`src/rtl/sync_fifo_structural.sv`:
```
// Single-clock FIFO built from a register array and two wrap-bit pointers.
// Flags are decoded combinationally from the pointers; read data is registered.
module sync_fifo_structural #(
    parameter int WIDTH = 8,
    parameter int DEPTH = 8
) (
    input  logic             clk,
    input  logic             reset,
    input  logic             W_en,
    input  logic             R_en,
    input  logic [WIDTH-1:0] data_in,
    output logic [WIDTH-1:0] data_out,
    output logic             full,
    output logic             empty
);

    localparam int AW = $clog2(DEPTH);
    localparam logic [AW:0] PTR_ONE = {{AW{1'b0}}, 1'b1};

    logic [WIDTH-1:0] mem [DEPTH];
    logic [AW:0]      wr_ptr;
    logic [AW:0]      rd_ptr;
    logic             wr_acc;
    logic             rd_acc;

    // Same address with opposite wrap bits means the writer is a full lap ahead.
    assign empty  = (wr_ptr == rd_ptr);
    assign full   = (wr_ptr[AW-1:0] == rd_ptr[AW-1:0]) && (wr_ptr[AW] != rd_ptr[AW]);
    assign wr_acc = W_en && !full;
    assign rd_acc = R_en && !empty;

    always_ff @(posedge clk) begin
        if (wr_acc) begin
            mem[wr_ptr[AW-1:0]] <= data_in;
        end
    end

    always_ff @(posedge clk or negedge reset) begin
        if (!reset) begin
            wr_ptr <= '0;
        end else if (wr_acc) begin
            wr_ptr <= wr_ptr + PTR_ONE;
        end
    end

    always_ff @(posedge clk or negedge reset) begin
        if (!reset) begin
            rd_ptr   <= '0;
            data_out <= '0;
        end else if (rd_acc) begin
            rd_ptr   <= rd_ptr + PTR_ONE;
            data_out <= mem[rd_ptr[AW-1:0]];
        end
    end

endmodule

```
`config.mk`:
```
export PLATFORM = sky130hd
export DESIGN_NAME = sync_fifo_structural
export DESIGN_NICKNAME = d
export VERILOG_FILES = /design/src/rtl/sync_fifo_structural.sv
export SDC_FILE = /design/constraint.sdc
export NUM_CORES = 1
export LEC_CHECK = 0
export ABC_AREA = 0
export ABC_CLOCK_PERIOD_IN_PS = 4700
export CORE_MARGIN = 3
export CORE_UTILIZATION = 55
export CTS_CLUSTER_SIZE = 12
export DETAILED_ROUTE_END_ITERATION = 6
export PLACE_DENSITY = 0.75
export SLEW_MARGIN = 15
export SYNTH_ARGS = -nofsm -noshare
export SYNTH_HDL_FRONTEND = slang
export SYNTH_SLANG_ARGS = --single-unit
```
`constraint.sdc`:
```
create_clock -name clk -period 4.7 [get_ports clk]
set_input_delay 0.705 -clock clk [delete_from_list [all_inputs] [get_ports clk]]
set_output_delay 0.705 -clock clk [all_outputs]
set_load 0.005 [all_outputs]
```
# Word level (Yosys, flattened, before mapping)
# Memories as Yosys holds them, arrays and structs flattened. A register that Yosys moved wholly into a read port is not among the register bits.
# Cells that the tools add are included.
[word_totals]
ff_bits = 8
latchBits = 0
ram_bits = 64
mem_bits_ro = 0
input_bits = 12
out_inout_bits = 10
wordCells = 16
n_memories = 1
[op_classes]
addsub = 2
n_mul = 0
div = 0
n_lt_le_gt_ge = 0
eq_ne = 3
shifts = 0
n_mux = 2
bitwise_logic = 0
n_reduce_logical = 6
[mem_list]
columns = ["name", "depth", "width", "rd", "rd_ports_with_merged_regs", "wr", "line_no", "rtl"]
rows = [
  ["mem", 8, 8, 1, 1, 1, "20", "logic [WIDTH-1:0] mem [DEPTH];"],
]
[ops]
columns = ["cell", "n"]
rows = [
  ["adder 4 x 1 -> 4 bit (second input constant)", 2],
  ["== test 4 bit", 1],
  ["== test 3 bit", 1],
  ["logical AND 1 bit", 3],
  ["logical NOT 1 bit", 3],
  ["two-way mux 1 bit", 2],
  ["inequality test 1 bit", 1],
]

# Logic depth before layout (Yosys ltp)
# Gate-level depths: netlist of the first run.
[depth]
ltp_word = 6
depth_mapped = 6
ltp_nobuf = 4

# Worst setup path before layout of the first run
# Ideal clock, no wire load.
[synth_timing]
kind = "reg-to-reg"
from = "register rd_ptr[1]"
to = "memory mem[4][0], enable pin"
arrival_time_ns = 1.867
required_time_ns = 4.317
path_slack_ns = 2.449
path_stages_with_launch = 6
path_buffers = 1
period_less_slack_ns = 2.251
cell_sequence = "dfrtp_1 buf_4 xor2_1 o41ai_4 or2_1 nor3_1"
[synth_between]
elab_chain_len = 6
[synth_lines]
columns = ["element", "line_no", "rtl"]
rows = [
  ["start, declared", "22", "logic [AW:0] rd_ptr;"],
  ["start signal, assigned", "51", "rd_ptr <= rd_ptr + PTR_ONE;"],
  ["== test 3 bit", "28", "assign full = (wr_ptr[AW-1:0] == rd_ptr[AW-1:0]) && (wr_ptr[AW] != rd_ptr[AW]);"],
  ["logical AND 1 bit", "28", ""],
  ["logical NOT 1 bit", "29", "assign wr_acc = W_en && !full;"],
  ["logical AND 1 bit", "29", ""],
  ["two-way mux 1 bit", "33", "if (wr_acc) begin"],
  ["two-way mux 1 bit (implied by the code)", "34", "mem[wr_ptr[AW-1:0]] <= data_in;"],
  ["end, declared", "20", ""],
]
# No other way between the ends.

# Worst setup path in the final report of the first run
[layout_timing]
from = "register rd_ptr[1]"
to = "output port empty"
[layout_between]
elab_chain_len = 1
[layout_lines]
columns = ["element", "line_no", "rtl"]
rows = [
  ["== test 4 bit", "27", "assign empty = (wr_ptr == rd_ptr);"],
  ["end, declared", "14", "output logic empty"],
]
# No other way between the ends.

==> impl_summary.md, run 1 <==
Worst setup path
The slack of the worst reg-to-reg path is 1.76 ns. For this design, the slowest cell found on the critical path is dfrtp_1. The number of buffers and inverters on the critical path is 1. The type of destination of the critical path is a primary output. STA puts the critical path data arrival time at 2.56 ns. STA classifies the critical path startpoint as a flop.

Data on the critical path is required at its endpoint by 3.99 ns. In this run the worst path has a maximum fanout of 20. The critical path goes through xor2_1 > or2_1 > nor3_1 > clkdlybuf4s50_1.

The kind of critical path is flop to primary output. The delay contributed by the slowest stage of the critical path is 0.91 ns. The kind of cell with the highest combined delay along the critical path is flip-flops. The worst reg2reg path startpoint is rd_ptr[1]. In this run the worst setup path begins at rd_ptr[1].

Cells and area
The area of all placed cells without fillers is 3720 um^2. The post-layout net count is 207. The commonest non-fill, non-tap cell in the layout is edfxtp_1. After filler insertion, the fill cell instance count of the layout stands at 377. Of the cells placed in the final design, the portion with a size suffix greater than 1 is 0.202. The repair_antennas step left the layout with diodes totalling 0. The area growth from synthesis to layout is 16.7%.

The top cell types in the final layout, fill and taps aside, are 64 x edfxtp_1, 21 x clkdlybuf4s50_1, 16 x mux4_2, 16 x dfrtp_1, 10 x clkbuf_8.

Logic synthesis
The post-synth net total is 182. The share of the Yosys chip area taken by registers is 0.728. The cell area after technology mapping is 3190 um^2. The average instance in the mapped netlist occupies 19.0 um^2. The flop and latch count out of synthesis is 80. The Yosys step of the flow raised 0 warnings. The number of different library cells in the post-synthesis netlist is 24. The synthesized netlist cell count is 168.

Clocking
After clock tree synthesis, the flow added hold-fix buffers numbering 0. The count of instances resized after the clock tree is built is 0. The CTS tree is yes.

The worst-skew pair later-pin latency is 0.35 ns. Clock tree synthesis inserted a total of 9 buffers. The clock passes through at most 2 buffers.

The H-tree was split into 3 levels. The post-CTS clock slew at the launch and capture registers of the worst setup and hold paths is 0.08 ns. In this run the post-CTS setup repair buffer count came out at 0. The tree is rooted in a clkbuf_8. Clock tree synthesis found a total of 80 sinks.

Floorplan
The initial utilization of the core area, before any placement, comes to 0.572. The placeable core region is 5570 um^2. In this run the core area contains 27 standard-cell rows. From left edge to right edge, the die measures 82.2 um. The die area is 6750 um^2. The floorplan step set the die height to 82.2 um. The I/O pin count is 22.

Worst hold path
The min-delay analysis places its worst path in the category flop to flop. The worst hold path begins at data_out[1].

STA
Setup repair after global routing left no endpoint under its margin. The max-slew violation count was 0. The share of the clock period used by the worst path is 0.695. The final-layout setup total negative slack is 0 ns. The shortest clock period the worst path allows after layout is 3.27 ns. The highest clock frequency the design can meet is 306 MHz. The worst pin sits at a relative slew slack of 0.227. The final clock skew is 0.0119 ns. For the pin with the worst max-slew slack, the measured transition is 1.16 ns.

Setup violations remaining at the end of the flow were counted as 0. The final number of hold-violating endpoints was 0.

Routing
For this block, the initial DRC count from the detailed router was 125. The routed layout has 1479 vias. The average vias per placed instance is 5.48.

In the routed design, unresolved DRC markers number 0. In this run the remaining antenna-violating nets after routing total 0. The routed design has 5350 um of wire. The average wire length per cell after detail routing is 19.8 um. Before antenna repair, the detailed router went through 4 iterations.

Placement
The area after detailed placement is 3470 um^2. Input and output buffers added on the ports amount to 21. The wire-length estimate of the detail-placed layout is 3460 um. Routability-driven placement finished with a final weighted congestion of 0.784.

Global route
Entering global routing, the biggest net connects 21 pins. The number of antenna violations at the first check in global routing was 0. The global-route congestion overflow total is 0. The via count of the first global-routing pass came to 1608. The global router's overall resource usage is 0.186. The global-route wire length before repair is 8430 um.

Flow run
The number of max-cap violations is 0.

Outcome
The flow ran to the end, and the final reports show no timing, DRC or antenna violations.

Pwr
The static power due to leakage is 1.29 nW. VDD sags by at most 331 uV. For this design the ratio of total power to cell area is 643 nW/um^2.
[kinds of logic (layout without fill, tap and decap cells)]
kind of cell | count (synthesis) | in the layout | synth area share
simple gates | 28 | 28 | 0.0408
fa+ha+maj | 2 | 2 | 0.00784
xor+xnor | 11 | 11 | 0.0325
compound gates | 10 | 10 | 0.0263
flops | 80 | 80 | 0.728
buf+inv | 11 | 41 | 0.0184
mux | 26 | 26 | 0.146
[where the power goes]
part           total (mW)  internal (mW)  switching [mW]  leakage, nW
clock               0.611          0.369           0.242        0.119
sequential           1.07          0.932           0.139        0.772
combinational       0.712          0.369           0.343        0.396
[registers in the layout (all words and copies together), names as in the netlist]
name and count:
mem 64, data_out 8, rd_ptr 4, wr_ptr 4
[area by class of cell]
class	count	area, um^2	area share
clock buffers	10	138	0.0370
repair buffers	22	218	0.0585
well taps	72	90.1	0.0242
flip-flops and latches	80	2320	0.624
multi-input cells	77	831	0.223
clock inverters	6	114	0.0306
inverters	3	11.3	0.00302
[synthesized netlist by cell type]
| library cell | instances | area share |
|---|---|---|
| buf_2 | 2 | 0.0031 |
| buf_4 | 4 | 0.0094 |
| clkbuf_1 | 2 | 0.0024 |
| dfrtp_1 | 16 | 0.13 |
| edfxtp_1 | 64 | 0.60 |
| ha_1 | 2 | 0.0078 |
| inv_1 | 3 | 0.0035 |
| mux2_1 | 1 | 0.0035 |
| mux2_4 | 1 | 0.0047 |
| mux2i_1 | 8 | 0.025 |
| mux4_2 | 16 | 0.11 |
| nand2_1 | 9 | 0.011 |
| nand2b_1 | 3 | 0.0059 |
| nand3_1 | 1 | 0.0016 |
| nor2_1 | 8 | 0.0094 |
| nor3_1 | 4 | 0.0063 |
| nor3_2 | 1 | 0.0031 |
| o21ai_1 | 8 | 0.013 |
| o41ai_2 | 1 | 0.0051 |
| o41ai_4 | 1 | 0.0086 |
| or2_1 | 2 | 0.0039 |
| xnor2_1 | 4 | 0.011 |
| xor2_1 | 6 | 0.016 |
| xor2_2 | 1 | 0.0051 |
[routing by layer]
metal	track usage	routed length (um)	up-vias
met2	0.298	2760	37
met3	0.0412	274	9
met5	0	0	-
met1	0.237	2230	736
met4	0.103	87	0
li1	-	-	697
[path summary, 6_finish.rpt]
check | to | cells after the start
worst min-delay path | data_out[1] | 2
max in group asynchronous | rd_ptr[3] | 1
min in group asynchronous | data_out[4] | 1
worst max-delay path | empty | 4
worst max register to register | mem[2][5] | 4
worst min register to register | data_out[1] | 2
[worst min-delay path: cells and delay by family (launching register included)]
family | cells | cell delay (ns)
AOI/OAI and AO/OA | 1 | 0.06
DFF | 1 | 0.35
and+or+nand+nor | 1 | 0.05
[stage by stage]
step           setup slack [ns]  cells  hold slack (ns)  power, mW  utilization
3_3_place_gp               1.61    254            0.466       1.77        0.621
5_1_grt                    1.25    270            0.536       2.53        0.668
2_1_floorplan              2.45    168            0.409       1.57            -
3_5_place_dp               1.55    254            0.476       1.82        0.622
4_1_cts                    1.38    270            0.501       2.42        0.667
6_report                   1.43    270            0.500       2.39        0.668
Note: power is estimated with default switching activity, not from simulation.
==> inputs of run 2 (changes only) <==
--- a/config.mk
+++ b/config.mk
@@ -6,9 +6,9 @@
 export NUM_CORES = 1
 export LEC_CHECK = 0
 export ABC_AREA = 0
-export ABC_CLOCK_PERIOD_IN_PS = 4700
+export ABC_CLOCK_PERIOD_IN_PS = 3000
 export CORE_MARGIN = 3
-export CORE_UTILIZATION = 55
+export CORE_UTILIZATION = 52
 export CTS_CLUSTER_SIZE = 12
 export DETAILED_ROUTE_END_ITERATION = 6
 export PLACE_DENSITY = 0.75
==> constraint.sdc (replaced) <==
create_clock -name clk -period 3 [get_ports clk]
set_input_delay 0.45 -clock clk [delete_from_list [all_inputs] [get_ports clk]]
set_output_delay 0.45 -clock clk [all_outputs]
set_load 0.005 [all_outputs]
==> impl_summary.md, run 2 (synthesis gave the netlist of run 1 again) <==
Pwr
The static power due to leakage was 1.33 nW (+3.3%). The worst IR drop on VDD is 549 uV (+66%). The power per cell area was 991 nW/um^2 (+54%).

Worst setup path
The data required time at the worst endpoint is 2.55 ns (-1.44 ns). STA classifies the critical path startpoint as a flop. The worst path arrival time came to 2.19 ns (-0.37 ns). The kind of critical path is flop to primary output. The type of destination of the critical path is a primary output. The largest fanout of any net on the critical path is 11 (-45%).

Cells and area
Compared with the post-synthesis result, the final layout area differs by 17.7%. The post-layout net count is 217 (+4.8%). The number of flip-flops under the largest register name is 64 (unchanged).

Leaving out fill and tap cells, the most frequent cells in the layout are 64 x edfxtp_1, 21 x clkdlybuf4s50_1, 16 x mux4_2, 16 x dfrtp_1, 11 x buf_4. The library cell used most frequently in the layout, excluding fill and tap cells, is edfxtp_1. The number of diodes came to 0 (unchanged). The multi-input logic area is 821 um^2 (-1.2%). The sequential cell area is 2320 um^2 (unchanged). The filler cell count in the final layout was 368 (-2.4%). The fraction of layout cells with a size suffix above 1 was 0.226 (+0.0239).

STA
The final clock skew came to 0.00995 ns (-0.00198 ns). The max-slew violation count is 0 (unchanged). Setup repair after global routing left no endpoint under its margin. The normalized max-slew margin is 0.480 (+0.253). The setup violation total in the final timing report came to 0 (unchanged). The minimum setup slack in the final design is 0.357 ns (-1.08 ns).

The highest clock frequency the design can meet is 378 MHz. The final-layout setup total negative slack is 0 ns (unchanged). The transition at the pin with the smallest max-transition slack is 0.778 ns (-0.377 ns). The share of the clock period used by the worst path is 0.881.

The final number of hold-violating endpoints is 0 (unchanged). Subtracting the final worst setup slack from the clock period gives 2.64 ns.

Clocking
The number of buffers created by CTS was 9 (unchanged). The buffer type at the clock tree root is clkbuf_8. The worst-skew pair later-pin latency is 0.35 ns (about the same). The sink count of the clock tree is 80 (unchanged). The post-CTS clock slew at the launch and capture registers of the worst setup and hold paths was 0.08 ns (about the same). The count of instances resized after the clock tree is built was 0 (unchanged). The total setup buffers inserted after CTS is 0 (unchanged). TritonCTS built the clock tree. The number of H-tree levels was 3 (unchanged). The maximum number of buffers from clock root to sink is 2 (unchanged). The hold buffer count at cts is 0 (unchanged).

Floorplan
The width of the die is 84.3 um (+2.6%). The I/O pin count is 22 (unchanged). The initial cell density of the core is 0.559 (-0.0135). The die area was 7110 um^2 (+5.3%). The chip height was 84.3 um (+2.6%). The placeable core region is 5710 um^2 (+2.4%). The standard-cell row count is 27 (unchanged).

Global route
The via count of the first global-routing pass came to 1734 (+7.8%). The global-route congestion overflow total is 0 (unchanged). The global-route wire length before repair is 9270 um (+9.9%). The number of antenna violations at the first check in global routing is 0 (unchanged). The global router's overall resource usage is 0.180 (-0.00579). The pin count of the biggest net entering global routing was 20 (-4.8%).

Routing
The average vias per placed instance is 5.74 (+4.7%). The routed via count is 1606 (+8.6%). The average wire length per cell after detail routing is 20.4 um (+2.9%). The remaining antenna violation count after routing came to 0 (unchanged). The final routed DRC violation total came to 0 (unchanged). The count of routing violations after the opening detailed-route iteration is 104 (-17%). The number of optimization iterations in the first detailed-route pass was 4 (unchanged). The wire length after detailed routing is 5710 um (+6.8%).

Outcome
The run finished with clean final reports.

Placement
The count of buffers from port buffering is 21 (unchanged). The detailed-placement wirelength estimate is 3770 um (+9.0%). The worst-case setup slack after placement is 0.591 ns (-0.963 ns).

The final RePlAce weighted congestion is 0.763 (-2.7%).

Worst hold path
The min-delay analysis places its worst path in the category flop to flop.

Flow run
The number of max-cap violations was 0 (unchanged).
==> run 2: cell count changes in the layout (fill, tap and decap cells not counted), sizes merged <==
cell      delta
clkinv       +2
inv          +1
bufinv       -1
clkinvlp     -2
buf         +10
==> run 2: per-layer routing <==
metal | global-route usage | wire length (um) | vias to the layer above
met5 | 0 | 0 | -
met4 | 0.0892 | 148 | 0
met3 | 0.0510 | 228 | 14
met2 | 0.291 | 2940 | 31
met1 | 0.225 | 2390 | 845
li1 | - | - | 716
==> run 2: final timing paths <==
path | from | end | slack (ns) | cells past startpoint
max reg2reg | rd_ptr[2] | mem[1][1] | 0.55 | 5
min | data_out[6] | data_out[6] | 0.49 | 2
max | rd_ptr[2] | empty | 0.36 | 3
max in group asynchronous | reset | rd_ptr[1] | 1.96 | 1
min in group asynchronous | reset | rd_ptr[2] | 0.55 | 1
min reg2reg | data_out[6] | data_out[6] | 0.49 | 2
==> run 2: final cells by class <==
cell class / instances / area share
Clock buffer: 10 / 0.0340
Clock inverter: 6 / 0.0243
Timing Repair Buffer: 32 / 0.0779
Inverter: 3 / 0.00300
Multi-Input combinational cell: 77 / 0.219
Sequential cell: 80 / 0.618
Tap cell: 72 / 0.0240
==> run 2: worst max-delay path, cell delays in order (launching register included) <==
cell and delay (ns):
dfrtp_1 0.76, xor2_1 0.52, nor3_1 0.10, clkdlybuf4s50_1 0.46
==> run 2: stage by stage <==
stage | power [mW] | hold slack [ns] | utilization | area (um^2) | instances
CTS | 3.77 | 0.501 | 0.658 | 3760 | 280
detailed placement | 2.89 | 0.481 | 0.620 | 3540 | 264
global route | 3.93 | 0.532 | 0.658 | 3760 | 280
floorplan | 2.46 | 0.154 | - | 3190 | 168
finish | 3.72 | 0.493 | 0.658 | 3760 | 280
global placement | 2.82 | 0.469 | 0.620 | 3540 | 264
==> run 2: power by group <==
part	internal, mW	switching, mW	leakage [nW]
Sequential	1.46	0.165	0.772
Combinational	0.618	0.617	0.446
Clock	0.475	0.388	0.111
Total	2.55	1.17	1.33
